==> config.mk <==
export PLATFORM = sky130hd
export DESIGN_NAME = t_ff_seq_ctrl
export DESIGN_NICKNAME = d
export VERILOG_FILES = /design/src/rtl/t_ff_seq_ctrl.sv
export SDC_FILE = /design/constraint.sdc
export NUM_CORES = 1
export LEC_CHECK = 0
export CORE_MARGIN = 2
export CORE_UTILIZATION = 40
export DETAILED_ROUTE_END_ITERATION = 6
export MAX_ROUTING_LAYER = met4
export PLACE_DENSITY = 0.74
export SLEW_MARGIN = 25
export SYNTH_ARGS = -nofsm -noshare
export SYNTH_HDL_FRONTEND = slang
export SYNTH_SLANG_ARGS = --single-unit
==> constraint.sdc <==
create_clock -name clk -period 4.7 [get_ports clk]
set_input_delay 0.47 -clock clk [delete_from_list [all_inputs] [get_ports clk]]
set_output_delay 0.47 -clock clk [all_outputs]
set_load 0.1 [all_outputs]
==> src/rtl/t_ff_seq_ctrl.sv <==
// Command sequencer for a bank of toggle flip-flops: counts up/down N steps, loads or clears
// the bank by driving per-cell T inputs computed from the live q outputs.
module t_ff_seq_ctrl #(
  parameter int unsigned WIDTH = 4,
  parameter int unsigned CW    = 8
) (
  input  logic             clk,
  input  logic             reset,
  input  logic             start,
  input  logic [1:0]       cmd,
  input  logic [CW-1:0]    steps,
  input  logic [WIDTH-1:0] load_val,
  input  logic             abort,
  input  logic [WIDTH-1:0] q_vec,
  output logic [WIDTH-1:0] t_vec,
  output logic             busy,
  output logic             done,
  output logic             wrap
);

  localparam logic [1:0] CMD_UP    = 2'd0;
  localparam logic [1:0] CMD_DOWN  = 2'd1;
  localparam logic [1:0] CMD_LOAD  = 2'd2;
  localparam logic [1:0] CMD_CLEAR = 2'd3;

  typedef enum logic [1:0] {
    S_IDLE  = 2'd0,
    S_RUN   = 2'd1,
    S_APPLY = 2'd2,
    S_DONE  = 2'd3
  } state_e;

  state_e           state_q, state_d;
  logic [CW-1:0]    cnt_q, cnt_d;
  logic [1:0]       cmd_q, cmd_d;
  logic [WIDTH-1:0] load_val_q, load_val_d;

  logic [WIDTH-1:0] up_mask;
  logic [WIDTH-1:0] dn_mask;
  logic [WIDTH-1:0] target;

  // Ripple-carry / ripple-borrow toggle masks from the live bank value.
  always_comb begin
    up_mask    = '0;
    dn_mask    = '0;
    up_mask[0] = 1'b1;
    dn_mask[0] = 1'b1;
    for (int i = 1; i < WIDTH; i++) begin
      up_mask[i] = up_mask[i-1] & q_vec[i-1];
      dn_mask[i] = dn_mask[i-1] & ~q_vec[i-1];
    end
  end

  assign target = (cmd_q == CMD_LOAD) ? load_val_q : '0;

  always_ff @(posedge clk or negedge reset) begin
    if (!reset) begin
      state_q    <= S_IDLE;
      cnt_q      <= '0;
      cmd_q      <= CMD_UP;
      load_val_q <= '0;
    end else begin
      state_q    <= state_d;
      cnt_q      <= cnt_d;
      cmd_q      <= cmd_d;
      load_val_q <= load_val_d;
    end
  end

  always_comb begin
    state_d    = state_q;
    cnt_d      = cnt_q;
    cmd_d      = cmd_q;
    load_val_d = load_val_q;
    t_vec      = '0;
    wrap       = 1'b0;
    busy       = 1'b0;
    done       = 1'b0;

    unique case (state_q)
      S_IDLE: begin
        // abort beats a simultaneous start
        if (start && !abort) begin
          cmd_d      = cmd;
          cnt_d      = steps;
          load_val_d = load_val;
          if (cmd == CMD_UP || cmd == CMD_DOWN) begin
            state_d = (steps == '0) ? S_DONE : S_RUN;
          end else begin
            state_d = S_APPLY;
          end
        end
      end

      S_RUN: begin
        busy = 1'b1;
        wrap = (cmd_q == CMD_UP) ? (&q_vec) : ~(|q_vec);
        if (abort) begin
          state_d = S_IDLE;
        end else begin
          t_vec = (cmd_q == CMD_UP) ? up_mask : dn_mask;
          cnt_d = cnt_q - CW'(1);
          if (cnt_q == CW'(1)) begin
            state_d = S_DONE;
          end
        end
      end

      S_APPLY: begin
        busy = 1'b1;
        if (abort) begin
          state_d = S_IDLE;
        end else begin
          t_vec   = q_vec ^ target;
          state_d = S_DONE;
        end
      end

      S_DONE: begin
        done    = 1'b1;
        state_d = S_IDLE;
      end

      default: state_d = S_IDLE;
    endcase
  end

  // CMD_DOWN and CMD_CLEAR are decoded implicitly above; keep them referenced for readability.
  logic unused_codes;
  assign unused_codes = (CMD_DOWN != CMD_CLEAR);

endmodule

Yosys cells after proc, flatten, opt, wreduce, memory -nomap -nowiden
Cells that the tools add are included.
W data, S select, Z words.

word-level totals
  bits in registers = 16
  logic and storage cells = 56
  bits of input ports = 22
  output and inout port bits = 7

cells by class
  muxes and demuxes = 19
  eq/ne operators = 9
  bitwise operators = 9
  reduce and logical (&&, ||, !) cells = 14
  add/subtract/negate cells = 1

operators with widths
  operator               number
  $mux W4                4
  $mux W8                2
  $pmux W8 S2            1
  $mux W2                6
  $eq A8 B1 Y1 const B   1
  $logic_not A8 Y1       1
  $pmux W2 S4            1
  $pmux W4 S2            1
  $sub A8 B1 Y8 const B  1
  $eq A2 B2 Y1 const B   3
  $logic_not A2 Y1       3
  $and A1 B1 Y1          4
  $eq A2 B1 Y1 const B   2
  $mux W1                4
  $ne A2 B2 Y1 const B   2
  $not A1 Y1             4
  $reduce_and A2 Y1      2
  $reduce_and A4 Y1      1
  $reduce_or A4 Y1       1
  $xor A4 B4 Y4          1
  $ne A3 B3 Y1 const B   1
  $reduce_and A3 Y1      1
  $reduce_bool A2 Y1     1
  $reduce_or A2 Y1       1
  other kinds (3)        3

Logic depth before layout (Yosys ltp)
  depth in word-level cells = 6
  gate-level depth with buffers = 7
  mapped depth without buffers = 6

Worst setup path before layout
Ideal clock, no wire load.

  path type = reg-to-output
  start point = register state_q[0]
  end point = output t_vec[0]
  data required time = 4.230 ns
  stages on the path, launching flop included = 4
  arrival = 2.218 ns
  slack = 2.012 ns
  buffers on the path = 0
  cells stage by stage = dfrtp_1 > inv_1 > ha_1 > and2_1

between the ends
  cells in the longest elaborated chain, start to end = 2
  elaborated cells on any way between the ends = 3
  classes of those cells = eq/ne: 2; mux: 1

RTL lines
  what                                          line  RTL
  start: declaration                            33    state_e state_q, state_d;
  start signal: assignment                      63    state_q <= state_d;
  $eq A2 B2 Y1 or $eq A2 B1 Y1 (tied branches)  80    unique case (state_q)
  $pmux W4 S2 *                                 80
  end: declaration                              15    output logic [WIDTH-1:0] t_vec,

Mark *: on every way between the ends. The rest lies on a longest branch, timed or not.

Final worst setup path
  start point = input q_vec[1]
  end point = output wrap

between the ends
  cells in the longest elaborated chain, start to end = 4
  elaborated cells on any way between the ends = 5
  classes of those cells = mux: 2; bitwise: 1; reduce/logical: 2

RTL lines
  what                line  RTL
  start: declaration  14    input logic [WIDTH-1:0] q_vec,
  $reduce_or A4 Y1    97    wrap = (cmd_q == CMD_UP) ? (&q_vec) : ~(|q_vec);
  $not A1 Y1          97
  $mux W1 *           97
  $mux W1 *           80
  end: declaration    18    output logic wrap

Marks and branches as above.

==> metrics.md <==
| Metric | Value |
|---|---|
| Synthesized flop and latch total | `16` |
| Worst-margin pin slew | `around 0.97 ns` |
| First drt pass iteration count | `4` |
| RSZ-0062 raised after global routing | `no` |
| Tcrit/Tclk final | `around 74%` |
| WL final | `about 2600 um` |
| P&R area growth vs syn | `29.19%` |
| Post-CTS Repair Setup Buffers | `0` |
| Overall Global Routing Usage | `between 10% and 20%` |
| Cell Area, Placed | `between 1000 and 1500 um^2` |
| Final ANT Viol Nets | `0` |
| FMAX | `roughly 290 MHz` |
| Syn Nets | `around 160` |
| Met3 Use GR | `~2.9%` |
| Internal power | `~470 uW` |
| Later-pin clock latency in the skew report | `~0.29 ns` |
| FF/Latch Area | `approximately 400 um^2` |
| Mapped Cells | `~130` |
| # fillers | `261` |
| Ys async rst share | `100.0%` |
| R2R Setup Slk | `2.42 ns` |
| Routed vias | `between 1,000 and 1,500` |
| Worst min path class | `flop to flop` |
| GRT met2 Usage | `around 32%` |
| Leakage dissipation | `between 0.0006 and 0.0007 uW` |
| Cells on worst reg2reg path | `6` |
| Slew HR | `35.34%` |
| Core box area | `2758 um^2` |
| Vias in the first global route | `1,059` |
| Psw | `~450 uW` |
| Routed length per instance | `approximately 14 um` |
| Worst-case clock buffer depth | `2` |
| CTS root buf | `clkbuf_4` |
| YS warnings | `0` |
| Detailed placer's ending HPWL | `around 2100 um` |
| Buffers added on ports | `28` |
| Post-Synthesis Cell Area | `1157 um^2` |
| CTS tree | `done` |
| Starting Density | `41.97%` |
| Final TNS setup | `0 ns` |
| Wire length of the first global-routing pass | `around 4400 um` |
| Met1 Resource Use GR | `between 10% and 20%` |
| IO Pins | `29` |
| Multi-input logic area | `~710 um^2` |
| Worst Skew | `between 0.0015 and 0.002 ns` |
| FP Rows | `19` |
| Critical path required time | `roughly 4.2 ns` |
| Final hold violation count | `0` |
| Largest cells by area after synthesis | `dfrtp_1 (35%), mux2_2 (7.8%), ha_1 (7.6%)` |
| Sequential element share of the synthesized area | `between 30% and 40%` |
| Antenna diode count | `0` |
| Layout cells sized above 1 | `10.26%` |
| Worst setup SP type | `input port` |
| CP arrival | `3.03 ns` |
| Number of vias per cell | `about 5.6` |
| CP Capture Type | `output port` |
| PwrDens | `between 600 and 700 nW/um^2` |
| Post-cts hold buffer count | `0` |
| Mean Syn Cell Area | `approximately 9.0 um^2` |
| Largest net degree at the start of global routing | `17` |
| Die area | `between 3000 and 4000 um^2` |
| Sequential power share | `30.8%` |
| Htree depth | `1` |
| WS Path Type | `input port to output port` |
| Sw Ratio | `approximately half` |
| Post-synth top area cell | `dfrtp_1` |
| Count of final max-slew check failures | `0` |
| Max rail drop VDD | `about 0.00053 V` |
| GPL Wtd Cong | `around 0.83` |
| Combinational fraction of design power | `approximately three fifths` |
| Worst Path Max Fanout | `5` |
| Max cap viols | `0` |
| Clk slew on worst S/H paths | `0.09 ns` |
| Distinct cells, synth | `32` |
| Dominant synthesized flop cell | `dfrtp_1` |
| Initial antenna violation count | `0` |
| Post-route cell area | `approximately 1500 um^2` |
| Initial DRC Count | `21` |
| Clock power frac | `10.0%` |
| EDFF count, synth | `0` |
| GR peak layer | `met2` |
| Die Y | `approximately 58 um` |
| # setup viols final | `0` |
| Hold Path Depth | `1` |
| Fin nets | `about 190` |
| Status | `complete, no violations` |
| Clock Sinks | `16` |
| Post-route minimum period | `between 3 and 4 ns` |
| Cts repair resizes | `0` |
| Top-area cell type share of the netlist area | `34.59%` |
| Congestion Overflow GR | `0` |
| Cts bufs inserted | `3` |
| DRC | `0` |
| Die X | `57.79 um` |
-- routing by layer --
metal | routed length (um) | vias up | share of wire, %
li1 | - | 516 | -
met1 | 1091 | 492 | 42
met2 | 1368 | 29 | 52
met3 | 103 | 8 | 3.9
met4 | 52 | 0 | 2.0
met5 | 0 | - | 0
-- cell usage after synthesis (3+ instances only) --
master / count
dfrtp_1: 16
a21oi_1: 10
nor2_1: 9
mux2_2: 8
o21ai_0: 8
ha_1: 7
inv_1: 7
nand3b_1: 6
o22ai_1: 6
nand2_1: 5
xor2_1: 5
mux2i_1: 4
nor3_1: 4
and2_1: 3
nand2b_1: 3
nor4_1: 3
or2_2: 3
-- state kept, by name (all words and copies together) (netlist names) --
register	flops
state_q	2
cnt_q	8
cmd_q	2
load_val_q	4
-- per-stage QoR --
| step | worst slack (ns) | hold slack, ns | std cells | util, % | power (uW) |
|---|---|---|---|---|---|
| after global routing | 1.058 | 0.5472 | 187 | 54.22 | 994.9 |
| after global placement | 1.279 | 0.4879 | 183 | 52.90 | 810.2 |
| final | 1.201 | 0.5164 | 187 | 54.22 | 919.3 |
| after floorplan | 2.012 | 0.1744 | 128 | - | 706.2 |
| after CTS | 1.200 | 0.5221 | 187 | 54.22 | 926.4 |
| after detailed placement | 1.212 | 0.4989 | 183 | 52.90 | 833.0 |
-- power groups by stage --
stage / Clock, uW / Sequential (uW) / Combinational (uW)
after detailed placement: 0 / 285 / 548
after global placement: 0 / 280 / 530
final: 91.6 / 283 / 544
after CTS: 95.5 / 283 / 548
after floorplan: 0 / 265 / 441
after global routing: 99.3 / 296 / 600
-- logic make-up after synthesis --
group | Yosys count | synth area share (%)
compound gates | 30 | 15.03
flops | 16 | 34.59
mux | 12 | 11.24
xor+xnor | 5 | 3.784
fa+ha+maj | 7 | 7.567
buf+inv | 11 | 3.784
simple gates | 47 | 24.00
-- critical path, cell delays in order --
cell and delay [ns]:
clkdlybuf4s50_1 0.49, or4_1 0.59, mux2i_1 0.19, and2_1 0.16
clkdlybuf4s50_1 1.13
-- final timing paths --
kind                                           startpoint                         to
min in group asynchronous                           reset       cnt_q[6]$_DFFE_PN0P_
max in group asynchronous                           reset       cnt_q[7]$_DFFE_PN0P_
worst max register to register     state_q[1]$_DFFE_PN0P_       cnt_q[5]$_DFFE_PN0P_
worst min-delay path            load_val_q[2]$_DFFE_PN0P_  load_val_q[2]$_DFFE_PN0P_
worst min register to register  load_val_q[2]$_DFFE_PN0P_  load_val_q[2]$_DFFE_PN0P_
worst max-delay path                             q_vec[1]                       wrap
-- layout by cell type, fill, tap and decap left out, drive strengths merged, types with 5 or more instances in the layout --
| master | count |
|---|---|
| a21oi | 10 |
| clkdlybuf4s50 | 28 |
| dfrtp | 16 |
| ha | 7 |
| inv | 7 |
| mux2 | 8 |
| nand2 | 5 |
| nand3b | 6 |
| nor2 | 9 |
| o21ai | 9 |
| o22ai | 6 |
| xor2 | 5 |
-- cell type report --
type / count / area share [%]
inverter: 7 / 1.757
tap: 31 / 2.594
timing repair buffer: 28 / 18.74
sequential: 16 / 26.78
clock buffer: 4 / 2.427
multi-input combinational: 101 / 47.70
(Power assumes the default switching activity.)
